## src/rtl/rr_arbiter4.sv

```systemverilog
// rr_arbiter4: four-requester round-robin arbiter with a registered one-hot
// grant, a guaranteed one-cycle gap between owners and, when the macro
// ARB_HOLD_LIMIT_EN is defined, forced release of an owner that has held the
// grant for MAX_HOLD cycles while another requester is waiting.
module rr_arbiter4 #(
  parameter int N        = 4,
  parameter int MAX_HOLD = 8
) (
  input  logic         clk,
  input  logic         rst_n,
  input  logic [N-1:0] req,
  output logic [N-1:0] gnt,
  output logic [1:0]   gnt_id,
  output logic         gnt_valid,
  output logic         preempt
);

  localparam int unsigned HW = $clog2(MAX_HOLD + 1);

  typedef enum logic [1:0] {
    S_IDLE,
    S_GRANT,
    S_GAP
  } state_e;

  state_e         state_q, state_d;
  logic [1:0]     ptr_q, ptr_d;
  logic [1:0]     owner_q, owner_d;
  logic [HW-1:0]  hold_q, hold_d;
  logic [N-1:0]   gnt_q, gnt_d;
  logic [1:0]     pick;
  logic           any_req;
  logic           hold_sat;
`ifdef ARB_HOLD_LIMIT_EN
  logic           preempt_q, preempt_d;
  logic           others_req;
`endif

  // Round-robin search: first set request at or after ptr, wrapping modulo 4.
  always_comb begin
    logic       found;
    logic [1:0] idx;
    pick  = ptr_q;
    found = 1'b0;
    idx   = '0;
    for (int unsigned i = 0; i < N; i++) begin
      idx = ptr_q + i[1:0];
      if (!found && req[idx]) begin
        pick  = idx;
        found = 1'b1;
      end
    end
  end

  assign any_req  = |req;
  assign hold_sat = (hold_q == HW'(MAX_HOLD));

`ifdef ARB_HOLD_LIMIT_EN
  assign others_req = |(req & ~(N'(1) << owner_q));
`endif

  // Next-state and next-output logic for the IDLE/GRANT/GAP machine.
  always_comb begin
    state_d = state_q;
    ptr_d   = ptr_q;
    owner_d = owner_q;
    hold_d  = hold_q;
    gnt_d   = gnt_q;
`ifdef ARB_HOLD_LIMIT_EN
    preempt_d = 1'b0;
`endif
    unique case (state_q)
      S_IDLE, S_GAP: begin
        if (any_req) begin
          state_d = S_GRANT;
          owner_d = pick;
          gnt_d   = N'(1) << pick;
          hold_d  = HW'(1);
        end else begin
          state_d = S_IDLE;
          gnt_d   = '0;
        end
      end
      S_GRANT: begin
        if (!req[owner_q]) begin
          state_d = S_GAP;
          gnt_d   = '0;
          ptr_d   = owner_q + 2'd1;
`ifdef ARB_HOLD_LIMIT_EN
        end else if (hold_sat && others_req) begin
          state_d   = S_GAP;
          gnt_d     = '0;
          ptr_d     = owner_q + 2'd1;
          preempt_d = 1'b1;
`endif
        end else if (!hold_sat) begin
          hold_d = hold_q + HW'(1);
        end
      end
      default: begin
        state_d = S_IDLE;
        gnt_d   = '0;
      end
    endcase
  end

  // State and output registers; asynchronous active-low reset.
  always_ff @(posedge clk or negedge rst_n) begin
    if (!rst_n) begin
      state_q <= S_IDLE;
      ptr_q   <= '0;
      owner_q <= '0;
      hold_q  <= '0;
      gnt_q   <= '0;
`ifdef ARB_HOLD_LIMIT_EN
      preempt_q <= 1'b0;
`endif
    end else begin
      state_q <= state_d;
      ptr_q   <= ptr_d;
      owner_q <= owner_d;
      hold_q  <= hold_d;
      gnt_q   <= gnt_d;
`ifdef ARB_HOLD_LIMIT_EN
      preempt_q <= preempt_d;
`endif
    end
  end

  assign gnt       = gnt_q;
  assign gnt_id    = owner_q;
  assign gnt_valid = |gnt_q;
`ifdef ARB_HOLD_LIMIT_EN
  assign preempt   = preempt_q;
`else
  assign preempt   = 1'b0;
`endif

endmodule
```

## config.mk

```make
export PLATFORM = sky130hd
export DESIGN_NAME = rr_arbiter4
export DESIGN_NICKNAME = d
export VERILOG_FILES = /design/src/rtl/rr_arbiter4.sv
export SDC_FILE = /design/constraint.sdc
export NUM_CORES = 1
export LEC_CHECK = 0
export BUFFER_PORTS_ARGS = -buffer_cell sky130_fd_sc_hd__buf_2
export CAP_MARGIN = 10
export CORE_AREA = 2 2 39 41
export CTS_CLUSTER_DIAMETER = 100
export DETAILED_ROUTE_END_ITERATION = 10
export DIE_AREA = 0 0 41 43
export PLACE_DENSITY = 0.68
export SYNTH_ARGS = -nofsm -noshare
export SYNTH_HDL_FRONTEND = slang
export SYNTH_SLANG_ARGS = --single-unit
export TNS_END_PERCENT = 50
```

## constraint.sdc

```tcl
create_clock -name clk -period 1.9 [get_ports clk]
set_input_delay 0.38 -clock clk [delete_from_list [all_inputs] [get_ports clk]]
set_output_delay 0.38 -clock clk [all_outputs]
set_load 0.05 [all_outputs]
```

# --- Word-level counts from Yosys, hierarchy flattened ---
# Index checks and enable logic that the tools add are counted.
classes:
  addsub: 4
  multipliers: 0
  n_div: 0
  magnitude_cmp: 5
  eq_ne: 3
  n_shift: 1
  mux: 22
  bitwise_logic: 1
  n_reduce_logical: 12
op_table:
  columns: ["cell", "n"]
  rows:
  - ["< comparator 2 x 3 -> 1 bit (second input constant)", 5]
  - ["binary-select mux 1 bit (select 2 bit)", 5]
  - ["two-way mux 1 bit", 9]
  - ["two-way mux 2 bit", 4]
  - ["two-way mux 4 bit", 2]
  - ["one-hot mux 4 bit (2 select lines)", 1]
  - ["OR reduction 4 bit", 2]
  - ["adder 2 x 1 -> 2 bit (second input constant)", 2]
  - ["adder 2 bit (second input constant)", 2]
  - ["one-hot mux 2 bit (2 select lines)", 1]
  - ["AND reduction 2 bit", 2]
  - ["<< shifter 1 x 2 -> 4 bit (first input constant)", 1]
  - ["logical AND 1 bit", 3]
  - ["logical NOT 1 bit", 3]
  - ["== test 2 x 1 -> 1 bit (second input constant)", 1]
  - ["== test 2 bit (second input constant)", 1]
  - ["logical NOT 2 bit", 1]
  - ["inequality test 2 bit (second input constant)", 1]
  - ["OR reduction 2 bit", 1]
  - ["inverter 1 bit", 1]
totals:
  reg_bits: 10
  latchBits: 0
  ram_bits: 0
  mem_bits_ro: 0
  output_inout_bits: 8
  elab_cells: 52
  mem_count: 0

# --- Longest topological paths before layout ---
logic_depth:
  depth_word: 15
  mapped_depth: 5

# --- Least setup slack after synthesis ---
# No wires, ideal clock.
synth_path:
  kind: "flip-flop to flip-flop"
  startpoint: "register owner_q[0] (netlist: gnt_id[0])"
  endpoint: "register state_q[0]"
  arrival_ns: 1.670
  required_time_ns: 1.776
  path_slack_ns: 0.106
  stages_incl_launch_ff: 4
  n_path_buf: 0
  cell_sequence: "dfrtp_1 -> mux4_2 -> nor3b_4 -> or2_1"
synth_via:
  elab_chain_cells: 3
synth_rtl:
  columns: ["item", "line", "rtl"]
  rows:
  - ["from (decl)", "28", "logic [1:0] owner_q, owner_d;"]
  - ["from (signal assigned)", "121", "owner_q <= owner_d;"]
  - ["binary-select mux 1 bit (select 2 bit)", "85", "if (!req[owner_q]) begin"]
  - ["two-way mux 1 bit (not written as such)", "85", null]
  - ["inequality test 2 bit (no source line)", null, null]
  - ["to (signal assigned)", "119", "state_q <= state_d;"]
  - ["to (decl)", "26", "state_e state_q, state_d;"]
# Every way passes these cells. The select of a mux whose other input is x is not followed.
# A chain may end at the register's enable or synchronous reset.

# --- Final worst setup path ---
layout_path:
  startpoint: "register gnt_q[1] (netlist: gnt[1])"
  endpoint: "output port gnt_valid"
layout_via:
  elab_chain_cells: 1
layout_rtl:
  columns: ["item", "line", "rtl"]
  rows:
  - ["from (decl)", "30", "logic [N-1:0] gnt_q, gnt_d;"]
  - ["from (signal assigned)", "123", "gnt_q <= gnt_d;"]
  - ["OR reduction 4 bit", "132", "assign gnt_valid = |gnt_q;"]
  - ["to (decl)", "14", "output logic gnt_valid,"]
# Every way passes these cells.

==> metrics.txt <==
run status finished clean; CTS H-tree lvls 1; CP Cell Sequence or4_1, buf_2; die area approximately 0.0018 mm²; register area share after synthesis 0.445; YS warnings 0; total CTS buffers 3; Yosys cell types 28; Vias/cell roughly 5.2; synth-to-layout area growth 19.2%; Rows 14; clk root buf clkbuf_4; CP max stage cell or4_1; max-cap check violation count 0; Post-synth EDFFs 0; register area ~250 µm²; Initial Util 0.406; Worst Setup End Kind primary output; Async S/R FF share, synth 1.00; die height between 40 and 50 µm; Hold/Removal Path Class in -> async; setup TNS 0 ns; share of cells above drive strength 1 0.319; synth top area cells dfrtp_1, o21ai_0, mux4_2, nor2b_1, nor3b_4; Clock transition at path regs 0.07 ns; Crit Path Class reg -> out; Mapped Avg Cell Area about 10 µm²; clock latency on the worst-skew pair ~0.28 ns; Pwr per Cell Area roughly 2100 mW/mm²; initial antenna violation count 0; CTS tree yes; Syn Nets 60; sinks on the clock net 10; post-synth top area share 0.445; Max Slew Vio Count 0; drt first-iter violations 6; wire per inst about 13 µm; Crit Path Max Fanout 3; Synth Instances 54; most frequent cells in the layout buf_2, dfrtp_1, o21ai_0; final-report hold violation count 0; crit path DAT between 1 and 1.5 ns; TritonRoute pass-1 iters 4; leakage between 0.3 and 0.4 nW; Ports 14; via count of the first global-routing pass between 300 and 400; NumNets Final 76; drt drc 0; clk buf depth 2; Setup violations, final 0; Multi-input gate area 282 µm²; Most used DFF post-synth dfrtp_1; Flop pwr share 0.307; first-pass GRT wire length 1.79 mm; minimum clock period ~1.8 ns; Sw Ratio 0.512; internal power 0.000678 W; flops & latches, synth 10; commonest non-fill, non-tap cell in the layout buf_2; DR vias around 440; RSZ-0062 raised after global routing no; diodes inserted 0; dpl cells 80; final WL 1.11 mm; filler cell count in the final layout 129; Worst setup SP type register; clock skew between 0.002 and 0.0025 ns; Final ANT Viol Nets 0; largest delay contributor family on the critical path simple AND/OR/NAND/NOR gates; core area between 0.001 and 0.0015 mm²; Clk pwr share 0.146; post-DP HPWL 834 µm; area leader, netlist dfrtp_1; CP bufs+invs 1; worst ir drop on vdd 0.829 mV; Sw Pwr between 0.0007 and 0.0008 W; Final Cycle Share 0.947; GR Overflow Total 0; non-filler cells, final 85; GRT Overall Usage 0.162; port buffer count 12; Post-Syn Area 562 µm²; pin count of the biggest net entering global routing 11; power share of the combinational group 0.548; slowest stage delay, CP approximately 0.52 ns; GP Congestion about 0.75; Fmax roughly 560 MHz; Worst EP required 1.52 ns; Die Span X approximately 41 µm
worst register-to-register path, delay by kind of cell (launching register included):
family | cells | cell delay, ns
simple gates | 2 | 0.39
flops | 1 | 0.46
mux | 1 | 0.58
power groups by stage:
| stage | clock, W | sequential (W) | combinational [W] |
|---|---|---|---|
| final | 0.000202 | 0.000426 | 0.000760 |
| after global routing | 0.000212 | 0.000440 | 0.000816 |
| after CTS | 0.000204 | 0.000424 | 0.000769 |
| after detailed placement | 0 | 0.000427 | 0.000764 |
| after global placement | 0 | 0.000425 | 0.000758 |
| after floorplan | 0 | 0.000606 | 0.000420 |
per-layer routing:
metal  global-route usage  routed length (µm)  up-vias
met4                0.140                  43        0
met2                0.228                 555       14
met3               0.0471                  45        5
met1                0.189                 468      202
met5                    0                   0        -
li1                     -                   -      223
per-stage QoR:
step | hold WS (ns) | util | setup slack, ns | cell area (µm²) | total power (W)
global placement | 0.247 | 0.450 | 0.343 | 623 | 0.00118
finish | 0.477 | 0.484 | 0.101 | 669 | 0.00139
detailed placement | 0.250 | 0.450 | 0.335 | 623 | 0.00119
global route | 0.503 | 0.484 | 0.0591 | 669 | 0.00147
CTS | 0.494 | 0.484 | 0.0873 | 669 | 0.00140
floorplan | 0.0844 | - | 0.106 | 562 | 0.00103
registers in the layout, summed over array words and instances (netlist names):
signal   cells
gnt          4
ptr_q        2
gnt_id       2
state_q      2
kinds of logic (layout without fill, tap and decap cells):
| family | after synthesis | after routing | synth area share |
|---|---|---|---|
| xor gates and xnor gates | 1 | 1 | 0.0156 |
| other | 1 | 1 | 0.00668 |
| muxes | 1 | 1 | 0.0401 |
| DFF | 10 | 10 | 0.445 |
| buffers and inverters | 5 | 20 | 0.0535 |
| and+or+nand+nor | 20 | 20 | 0.238 |
| AOI/OAI and AO/OA | 16 | 16 | 0.200 |
path summary, 6_finish.rpt:
| kind | start | endpoint | slack [ns] | cells past startpoint |
|---|---|---|---|---|
| worst min-delay path | rst_n | gnt[1]$_DFFE_PN0P_ | 0.48 | 2 |
| worst min register to register | gnt[1]$_DFFE_PN0P_ | gnt[1]$_DFFE_PN0P_ | 0.51 | 2 |
| worst max register to register | gnt_id[0]$_DFFE_PN0P_ | state_q[0]$_DFFE_PN0P_ | 0.36 | 3 |
| worst max-delay path | gnt[1]$_DFFE_PN0P_ | gnt_valid | 0.10 | 2 |
| max in group asynchronous | rst_n | ptr_q[0]$_DFFE_PN0P_ | 1.24 | 2 |
| min in group clk | gnt[1]$_DFFE_PN0P_ | gnt[1]$_DFFE_PN0P_ | 0.51 | 2 |
cell type report:
| cell class | instances | share of cell area |
|---|---|---|
| clock buffer | 4 | 0.0542 |
| inverter | 3 | 0.0168 |
| multi-input combinational | 39 | 0.421 |
| sequential | 10 | 0.374 |
| tap | 16 | 0.0299 |
| timing repair buffer | 13 | 0.105 |
timing repair:
item	in CTS	in global routing
resized for setup	0	0
hold buffers	1	0
buffers inserted	0	0
hold endpoints to repair	10	0
setup endpoints to repair	0	0
synthesized netlist by cell type (2+ instances only):
cell type / count
dfrtp_1: 10
nor2_1: 4
a21oi_1: 3
a22o_1: 2
nand2_1: 4
inv_1: 3
o21ai_0: 5
nor2b_1: 3
(Power assumes the default switching activity.)
